<file path="config.mk">
export PLATFORM = sky130hd
export DESIGN_NAME = mantissa_mult_sequencer
export DESIGN_NICKNAME = d
export VERILOG_FILES = /design/src/rtl/mant_mult_pkg.sv /design/src/rtl/UnsignedMultiplier7x7.sv /design/src/rtl/mant_mult_beat_mux.sv /design/src/rtl/mantissa_mult_sequencer.sv
export SDC_FILE = /design/constraint.sdc
export NUM_CORES = 1
export LEC_CHECK = 0
export CORE_ASPECT_RATIO = 1.2
export CORE_MARGIN = 2
export CORE_UTILIZATION = 40
export CTS_BUF_LIST = sky130_fd_sc_hd__clkbuf_4 sky130_fd_sc_hd__clkbuf_8 sky130_fd_sc_hd__clkbuf_16
export DETAILED_ROUTE_END_ITERATION = 8
export DONT_BUFFER_PORTS = 1
export SLEW_MARGIN = 20
export SYNTH_ARGS = -nofsm -noshare
export SYNTH_HDL_FRONTEND = slang
export SYNTH_SLANG_ARGS = --single-unit
export TNS_END_PERCENT = 100
</file>
<file path="constraint.sdc">
create_clock -name clk -period 13.3 [get_ports clk]
set_input_delay 2.66 -clock clk [delete_from_list [all_inputs] [get_ports clk]]
set_output_delay 2.66 -clock clk [all_outputs]
set_load 0.05 [all_outputs]
</file>
<file path="src/rtl/mant_mult_pkg.sv">
// -----------------------------------------------------------------------------
// mant_mult_pkg
// Shared definitions for the time-multiplexed mantissa multiplier.
// Contents:
//   - operand / chunk widths and number of 7x7 units
//   - op encodings (OP_28, OP_14, OP_7, OP_RSVD)
//   - sequencer state enum (IDLE, CALC, DONE)
//   - beats-per-mode constants and a helper giving the last beat index
// -----------------------------------------------------------------------------
package mant_mult_pkg;

    localparam int MW        = 28;
    localparam int CW        = 7;
    localparam int NUM_UNITS = 4;

    localparam int BEATS_28 = 4;
    localparam int BEATS_14 = 2;
    localparam int BEATS_7  = 1;

    typedef enum logic [1:0] {
        OP_28   = 2'b00,
        OP_14   = 2'b01,
        OP_7    = 2'b10,
        OP_RSVD = 2'b11
    } op_t;

    typedef enum logic [1:0] {
        IDLE = 2'd0,
        CALC = 2'd1,
        DONE = 2'd2
    } state_t;

    // Index of the final beat for a given mode; reserved behaves as 28x28.
    function automatic logic [1:0] last_beat_idx(input op_t op);
        case (op)
            OP_14:   return 2'(BEATS_14 - 1);
            OP_7:    return 2'(BEATS_7 - 1);
            default: return 2'(BEATS_28 - 1);
        endcase
    endfunction

endpackage

</file>
<file path="src/rtl/UnsignedMultiplier7x7.sv">
// -----------------------------------------------------------------------------
// UnsignedMultiplier7x7
// Combinational 7x7 unsigned multiplier, one of the four shared units.
// Ports:
//   a, b    : 7-bit unsigned operands
//   product : 14-bit unsigned product
// -----------------------------------------------------------------------------
module UnsignedMultiplier7x7 (
    input  logic [6:0]  a,
    input  logic [6:0]  b,
    output logic [13:0] product
);

    assign product = a * b;

endmodule

</file>
<file path="src/rtl/mant_mult_beat_mux.sv">
// -----------------------------------------------------------------------------
// mant_mult_beat_mux
// Selects the chunk operands for each of the four 7x7 units and the bit
// offset at which each product lands in the 56-bit accumulator, as a
// function of mode and beat. Fully combinational.
// Ports:
//   active : high only while the sequencer is calculating; otherwise all
//            unit operands are forced to zero so the units stay quiet
//   op     : registered mode (reserved already folded into OP_28)
//   beat   : registered beat index
//   a, b   : registered 28-bit operands
//   mul_a, mul_b : per-unit 7-bit operands
//   shift  : per-unit left shift into the accumulator (0..42)
// -----------------------------------------------------------------------------
module mant_mult_beat_mux
    import mant_mult_pkg::*;
(
    input  logic                            active,
    input  op_t                             op,
    input  logic [1:0]                      beat,
    input  logic [MW-1:0]                   a,
    input  logic [MW-1:0]                   b,
    output logic [NUM_UNITS-1:0][CW-1:0]    mul_a,
    output logic [NUM_UNITS-1:0][CW-1:0]    mul_b,
    output logic [NUM_UNITS-1:0][5:0]       shift
);

    // Every mode is expressed as four shifted partial products summed into
    // one accumulator. In 14x14 mode a lane's full product fits in 28 bits
    // and each lane is produced in a single beat, so no carry can cross
    // into the neighbouring lane.
    always_comb begin
        mul_a = '0;
        mul_b = '0;
        shift = '0;
        if (active) begin
            case (op)
                OP_14: begin
                    mul_a[0] = a[2*CW*int'(beat[0]) +: CW];
                    mul_b[0] = b[2*CW*int'(beat[0]) +: CW];
                    shift[0] = 6'(MW*int'(beat[0]));
                    mul_a[1] = a[2*CW*int'(beat[0]) +: CW];
                    mul_b[1] = b[2*CW*int'(beat[0]) + CW +: CW];
                    shift[1] = 6'(MW*int'(beat[0]) + CW);
                    mul_a[2] = a[2*CW*int'(beat[0]) + CW +: CW];
                    mul_b[2] = b[2*CW*int'(beat[0]) +: CW];
                    shift[2] = 6'(MW*int'(beat[0]) + CW);
                    mul_a[3] = a[2*CW*int'(beat[0]) + CW +: CW];
                    mul_b[3] = b[2*CW*int'(beat[0]) + CW +: CW];
                    shift[3] = 6'(MW*int'(beat[0]) + 2*CW);
                end
                OP_7: begin
                    for (int i = 0; i < NUM_UNITS; i++) begin
                        mul_a[i] = a[CW*i +: CW];
                        mul_b[i] = b[CW*i +: CW];
                        shift[i] = 6'(2*CW*i);
                    end
                end
                default: begin
                    // Beat k takes A chunk k against every B chunk j.
                    for (int j = 0; j < NUM_UNITS; j++) begin
                        mul_a[j] = a[CW*int'(beat) +: CW];
                        mul_b[j] = b[CW*j +: CW];
                        shift[j] = 6'(CW*(int'(beat) + j));
                    end
                end
            endcase
        end
    end

endmodule

</file>
<file path="src/rtl/mantissa_mult_sequencer.sv">
// -----------------------------------------------------------------------------
// mantissa_mult_sequencer
// Time-multiplexed mantissa multiplier: four shared 7x7 units are sequenced
// over 4, 2 or 1 beats to form one 28x28, two 14x14 or four 7x7 products.
// Ports:
//   clk, rst_n           : clock (rising edge), async active-low reset
//   in_valid / in_ready  : operand handshake (ready only in IDLE)
//   in_a, in_b, in_op    : operands and mode, sampled only on acceptance
//   out_valid / out_ready: product handshake (valid only in DONE)
//   out_prod             : 56-bit product or packed lane products
//   busy                 : high while calculating or holding a result
// -----------------------------------------------------------------------------
module mantissa_mult_sequencer
    import mant_mult_pkg::*;
#(
    parameter int MW = 28,
    parameter int CW = 7
) (
    input  logic            clk,
    input  logic            rst_n,
    input  logic            in_valid,
    output logic            in_ready,
    input  logic [MW-1:0]   in_a,
    input  logic [MW-1:0]   in_b,
    input  logic [1:0]      in_op,
    output logic            out_valid,
    input  logic            out_ready,
    output logic [2*MW-1:0] out_prod,
    output logic            busy
);

    state_t                            state;
    op_t                               op_reg;
    logic [MW-1:0]                     a_reg;
    logic [MW-1:0]                     b_reg;
    logic [1:0]                        beat;
    logic [2*MW-1:0]                   acc;

    logic [NUM_UNITS-1:0][CW-1:0]      mul_a;
    logic [NUM_UNITS-1:0][CW-1:0]      mul_b;
    logic [NUM_UNITS-1:0][5:0]         shift;
    logic [NUM_UNITS-1:0][2*CW-1:0]    prod;
    logic [2*MW-1:0]                   beat_sum;

    // Operand steering only looks at registered state, never at the inputs.
    mant_mult_beat_mux u_beat_mux (
        .active (state == CALC),
        .op     (op_reg),
        .beat   (beat),
        .a      (a_reg),
        .b      (b_reg),
        .mul_a  (mul_a),
        .mul_b  (mul_b),
        .shift  (shift)
    );

    for (genvar j = 0; j < NUM_UNITS; j++) begin : g_mult
        UnsignedMultiplier7x7 u_mult (
            .a       (mul_a[j]),
            .b       (mul_b[j]),
            .product (prod[j])
        );
    end

    always_comb begin
        beat_sum = '0;
        for (int j = 0; j < NUM_UNITS; j++) begin
            beat_sum = beat_sum + ((2*MW)'(prod[j]) << shift[j]);
        end
    end

    // The accumulator doubles as the output register, so the product is
    // naturally held stable in DONE until the consumer takes it.
    assign out_prod = acc;

    always_ff @(posedge clk or negedge rst_n) begin
        if (!rst_n) begin
            state     <= IDLE;
            op_reg    <= OP_28;
            a_reg     <= '0;
            b_reg     <= '0;
            beat      <= '0;
            acc       <= '0;
            in_ready  <= 1'b1;
            out_valid <= 1'b0;
            busy      <= 1'b0;
        end else begin
            case (state)
                IDLE: begin
                    if (in_valid && in_ready) begin
                        a_reg    <= in_a;
                        b_reg    <= in_b;
                        // Reserved mode is folded into 28x28 at capture.
                        op_reg   <= (op_t'(in_op) == OP_RSVD) ? OP_28 : op_t'(in_op);
                        acc      <= '0;
                        beat     <= '0;
                        in_ready <= 1'b0;
                        busy     <= 1'b1;
                        state    <= CALC;
                    end
                end
                CALC: begin
                    acc <= acc + beat_sum;
                    if (beat == last_beat_idx(op_reg)) begin
                        out_valid <= 1'b1;
                        state     <= DONE;
                    end else begin
                        beat <= beat + 2'd1;
                    end
                end
                DONE: begin
                    if (out_ready) begin
                        out_valid <= 1'b0;
                        in_ready  <= 1'b1;
                        busy      <= 1'b0;
                        state     <= IDLE;
                    end
                end
                default: begin
                    state     <= IDLE;
                    in_ready  <= 1'b1;
                    out_valid <= 1'b0;
                    busy      <= 1'b0;
                end
            endcase
        end
    end

endmodule

</file>
-- Word-level counts from Yosys, hierarchy flattened
Index checks and enable logic that the tools add are counted.
- flip-flop bits (word level): 121
- output and inout bits: 59
- word-level logic and storage cells: 86
- input port bits: 62
- bitwise logic cells: 2
- reduce and logical (&&, ||, !) cells: 9
- eq/ne operators: 10
- multiply operators: 10
- shift-type cells: 9
- add/sub/neg operators: 11
- mux-type cells: 26
- operator list (operator ; number):
    $add 56x56->56 ; 4
    $shl 14x6->56 ; 4
    $shiftx 28x32->7 ; 4
    $pmux 56 s2 ; 1
    $mul 4x32->6 const A ; 3
    $mux 28 ; 3
    $mul 7x7->14 ; 4
    $mux 56 ; 1
    $pmux 28 s2 ; 1
    $pmux 24 s2 ; 1
    $add 32x4->32 const B ; 1
    $shiftx 28x6->7 ; 1
    $mux 24 ; 1
    $mux 2 ; 7
    $reduce_and 3->1 ; 4
    $pmux 1 s3 ; 3
    $mul 3x1->4 const A ; 2
    $ne 2x2->1 const B ; 4
    $pmux 2 s2 ; 2
    $add 2x2->3 const B ; 2
    $add 6x4->6 const B ; 1
    $add 6x5->6 const B ; 1
    $eq 2x2->1 const B ; 3
    $pmux 2 s3 ; 1
    other kinds (11) ; 18

-- Depth between registers and ports, before layout
- depth after elaboration: 12
- mapped depth: 49
- depth with buffers taken out: 44

-- Hierarchy
A second synthesis with hierarchy kept.
- cell total of the unflattened synthesis: 3210
- area total of the unflattened synthesis: 25244.2 µm²
- by module, submodules not included (module ; cells an instance ; area each (µm²) ; times used):
    mantissa_mult_sequencer ; 2233 ; 17013.8 ; 1
    UnsignedMultiplier7x7 at g_mult[1].u_mult ... ; 175 ; 1540.2 ; 3
    mant_mult_beat_mux ; 277 ; 2065.7 ; 1
    UnsignedMultiplier7x7 at g_mult[0].u_mult ; 175 ; 1544.0 ; 1

-- Least setup slack after synthesis
Ideal clock, no wire load.
- path kind: register -> register
- from: register op_reg[0]
- to: register acc[54] (netlist: out_prod[54])
- arrival time: 10.577 ns
- library setup time: 0.124 ns
- buffers on the path: 5
- path slack: 2.599 ns
- stages on the path, launching flop included: 45
- cell sequence: dfrtp_1 inv_1 ha_1 buf_2 buf_2 buf_4 clkbuf_1 clkbuf_1 a21oi_1 a21o_1 or2_2 fa_1 fa_1 inv_1 fa_1 inv_1 fa_1 inv_1 [9 not listed] nor2_1 fa_1 fa_1 inv_1 fa_1 inv_1 ha_1 a21oi_2 nand2_1 a211o_1 a211oi_4 a31oi_4 a31oi_4 o21ai_2 and4_4 a2111oi_4 nor4b_1 a211o_1
- longest elaborated chain between the ends: 10
- elaborated cells between the ends (all ways): 21
- those cells by class: add/sub (4); mul (4); eq/ne (2); shift (4); mux (7)
- RTL lines (element ; RTL line ; source):
    from (decl) ; mantissa_mult_sequencer.sv:33 ; op_t op_reg;
    from (signal assigned) ; mantissa_mult_sequencer.sv:94 ; op_reg <= (op_t'(in_op) == OP_RSVD) ? OP_28 : op_t'(in_op);
    $eq 2x2->1 / $eq 2x1->1 (equally long branches) ; mant_mult_beat_mux.sv:37 ; case (op)
    $pmux 28 s2 / $mux 28 (equally long branches) ; mant_mult_beat_mux.sv:37 ;
    $mux 28 ; mant_mult_beat_mux.sv:36 ; if (active) begin
    $mul 7x7->14 ; UnsignedMultiplier7x7.sv:14 ; assign product = a * b;
    $shl 14x6->56 ; mantissa_mult_sequencer.sv:68 ; beat_sum = beat_sum + ((2*MW)'(prod[j]) << shift[j]);
    $add 56x56->56 (2 in a row) ; mantissa_mult_sequencer.sv:68 ;
    $add 56x56->56 (*) ; mantissa_mult_sequencer.sv:68 ;
    $add 56x56->56 (*) ; mantissa_mult_sequencer.sv:103 ; acc <= acc + beat_sum;
    $pmux 56 s2 (*) ; mantissa_mult_sequencer.sv:88 ; case (state)
    to (signal assigned) ; mantissa_mult_sequencer.sv:103 ;
    to (decl) ; mantissa_mult_sequencer.sv:37 ; logic [2*MW-1:0] acc;
Every way passes the cells marked *; elsewhere a longest branch is shown, timed or not.
A chain may end at the register's enable or synchronous reset.

-- Worst setup path after layout
- from: register op_reg[0]
- to: register acc[55] (netlist: out_prod[55])
The elaborated chain is that of the path after synthesis.

==> out/metrics.json <==
{
  "sta": {
    "report.final.setup_viol": 0,
    "postLayoutSetupSlackWorst_ns": 1.02,
    "fmax_mhz": 81.5,
    "slew-limit-headroom": 0.278,
    "grt_setup_unrepaired": "no",
    "sum_of_negative_setup_slack_ns": 0,
    "hold_violations": 0,
    "timing.final.crit_period_ns": 12.28,
    "fin_worst_skew_ns": 0.0165,
    "layout_worst_path_cycle_share": 0.923,
    "final.hold.worst_slack_ns": 0.531,
    "tightest_slew_ns": 1.07,
    "report.final.slew_viol_count": 0
  },
  "power_and_ir_drop": {
    "leakagePower_uw": 0.0130,
    "power.density_cell_area_mw_per_mm2": 167,
    "ir_worst_vdd_v": 0.0000987,
    "total_power_uw": 4350
  },
  "cts": {
    "ctsHoldBuffers": 0,
    "cts.path.max_buffers": 2,
    "tritoncts": "done",
    "clock-root-buffer": "clkbuf_16",
    "cts.reportedPaths.clkPinSlew_ns": 0.08,
    "worstSkewPairLatency_ns": 0.50,
    "cts.repair.resized": 0,
    "cts-buffers-inserted": 17,
    "tritoncts_num_sinks": 121,
    "post_cts_setup_inserts": 0,
    "htree_num_levels": 4
  },
  "die": {
    "die_w_um": 231,
    "dieHeight_um": 276,
    "floorplan_row_count": 99,
    "placeableCoreArea_mm2": 0.0609,
    "floorplan.initialDensity": 0.406,
    "design.portCount": 121,
    "design.die.area_mm2": 0.0638
  },
  "route": {
    "dr_total_vias": 22600,
    "first_iter_violations": 1940,
    "antenna_violating_nets_left": 0,
    "wl_per_cell_um": 22.3,
    "routed_wl_um": 88800,
    "detail_route.first_pass.iterations": 9,
    "drc": 2,
    "vias_per_cell": 5.69
  },
  "worst_hold_path": {
    "holdCritStartpoint": "a_reg[26]",
    "hold_path.class": "flip-flop to flip-flop",
    "min_path_cells": 2,
    "hold_path_end": "a_reg[26]"
  },
  "synth": {
    "synth-seq-area-share": 0.123,
    "synth-seq-cells": 121,
    "synth_top_area_frac": 0.203,
    "yosysTopAreaCell": "fa_1",
    "netlist_top_cells_area": "fa_1 20%, dfrtp_1 12%, ha_1 11%",
    "postSynth.asyncResetShare": 1.00,
    "synth-edff-count": 0,
    "postSynthAreaPerCell_um2": 7.66,
    "ys_warn_count": 0,
    "synthesis.area_mm2": 0.0247,
    "synthesis.instances": 3227,
    "synth_top_flop_cell": "dfrtp_1",
    "ys_types": 103
  },
  "setup_path": {
    "worst-path-buf-inv": 7,
    "worst_path_max_delay_cell": "ha_1",
    "crit_type": "flip-flop to flip-flop",
    "required_time_at_the_endpoint_of_the_critical_path_ns": 13.69,
    "crit_path_max_incr_delay_ns": 0.60,
    "r2r.worst_path.cells": 43,
    "crit_family": "adder cells",
    "r2r_end": "out_prod[55]",
    "startpoint_type": "flip-flop",
    "reg2reg_slack_ns": 1.02,
    "timing.critical_path.depth": 43,
    "cp_max_fo": 15,
    "crit_path_end_kind": "flip-flop",
    "worst-endpoint-arrival_ns": 12.66,
    "regToRegStartpoint": "op_reg[0]"
  },
  "global_routing": {
    "grt_max_degree": 122,
    "grt.total_usage": 0.281,
    "grt_pass1_wl_um": 136000,
    "grt_pass1_vias": 22200,
    "grt.overflow.total": 0,
    "grt_antenna_before_repair": 1
  },
  "final_layout": {
    "antennaDiodeCount": 0,
    "nets": 3674,
    "largest_reg_flops": 56,
    "mostFrequentLayoutCell": "nand2_1",
    "drive_gt1_frac": 0.0502,
    "flow.area_growth_from_synthesis_pct": 5.48,
    "fin_area_mm2": 0.0261,
    "layout_common_cells": "527 x nand2_1, 426 x inv_1, 306 x nor2_1, 251 x fa_1, 208 x ha_1"
  },
  "run_status": {
    "violations_in_the_final_reports": "design-rule violations",
    "outcome": "finished with violations"
  },
  "place": {
    "routability_congestion_estimate": 1.09,
    "dpl-instance-area_mm2": 0.0255,
    "dp.final_hpwl_um": 73500,
    "buffer_ports.inserted": 0,
    "pre_cts_slack_ns": 1.25
  },
  "flow_run": {
    "max-cap-violations": 0
  }
}
==> how the worst max path moves through the flow <==
| stage | from | end |
|---|---|---|
| after floorplan | op_reg[0] | out_prod[54] |
| after global placement | op_reg[0] | out_prod[55] |
| after detailed placement | op_reg[0] | out_prod[55] |
| after CTS | op_reg[0] | out_prod[55] |
| after global routing | op_reg[0] | out_prod[55] |
| final | op_reg[0] | out_prod[55] |
==> where the power goes <==
group	internal (uW)	switching [uW]
Sequential	522	477
Clock	249	237
Combinational	951	1920
==> logic make-up (layout without fill, tap and decap cells) <==
group | count (synthesis) | count (layout) | synth area share
AO/OA/AOI/OAI | 674 | 674 | 0.183
XOR/XNOR | 93 | 93 | 0.0329
adder cells (fa/ha/maj) | 459 | 459 | 0.308
buffers and inverters | 554 | 492 | 0.0858
flip-flops | 121 | 121 | 0.123
multiplexers | 119 | 119 | 0.0517
other | 2 | 3 | 0.000304
AND/OR/NAND/NOR | 1205 | 1205 | 0.215
==> cells in the mapped netlist, types with 35 or more instances <==
cell type and number:
nor2_1 307, nand3_1 104, nand2b_1 49, and2_1 51, nor3_1 38, dfrtp_1 120, mux2i_1 85, clkbuf_1 89
inv_1 426, fa_1 251, xor2_1 35, o21ai_0 152, ha_1 208, a21o_1 54, nand2_1 527, a21oi_1 168
xnor2_1 58
==> final cells by class <==
cell class / instances / area [um^2]
fillers: 6354 / 34900
multi-input cells: 2553 / 19600
flip-flops and latches: 121 / 3030
inverters: 428 / 1610
well taps: 808 / 1010
clock buffers: 17 / 425
repair buffers: 32 / 240
clock inverters: 15 / 153
==> through the flow <==
step            util  cells
6_report       0.428   3974
5_1_grt        0.428   3974
4_1_cts        0.428   3974
3_5_place_dp   0.418   3942
3_3_place_gp   0.418   3942
2_1_floorplan      -   3228
==> metal layers <==
metal	GRT usage	wire (um)
met1	0.366	37900
met2	0.472	42100
met3	0.0334	5170
met4	0.110	3580
met5	0	18
==> worst min-delay path, cell delays in order, from the launching register on <==
cell and delay (ns):
dfrtp_1 0.38, nand2_1 0.06, nand2_1 0.06
No activity file was read; power rests on OpenSTA's default activity.
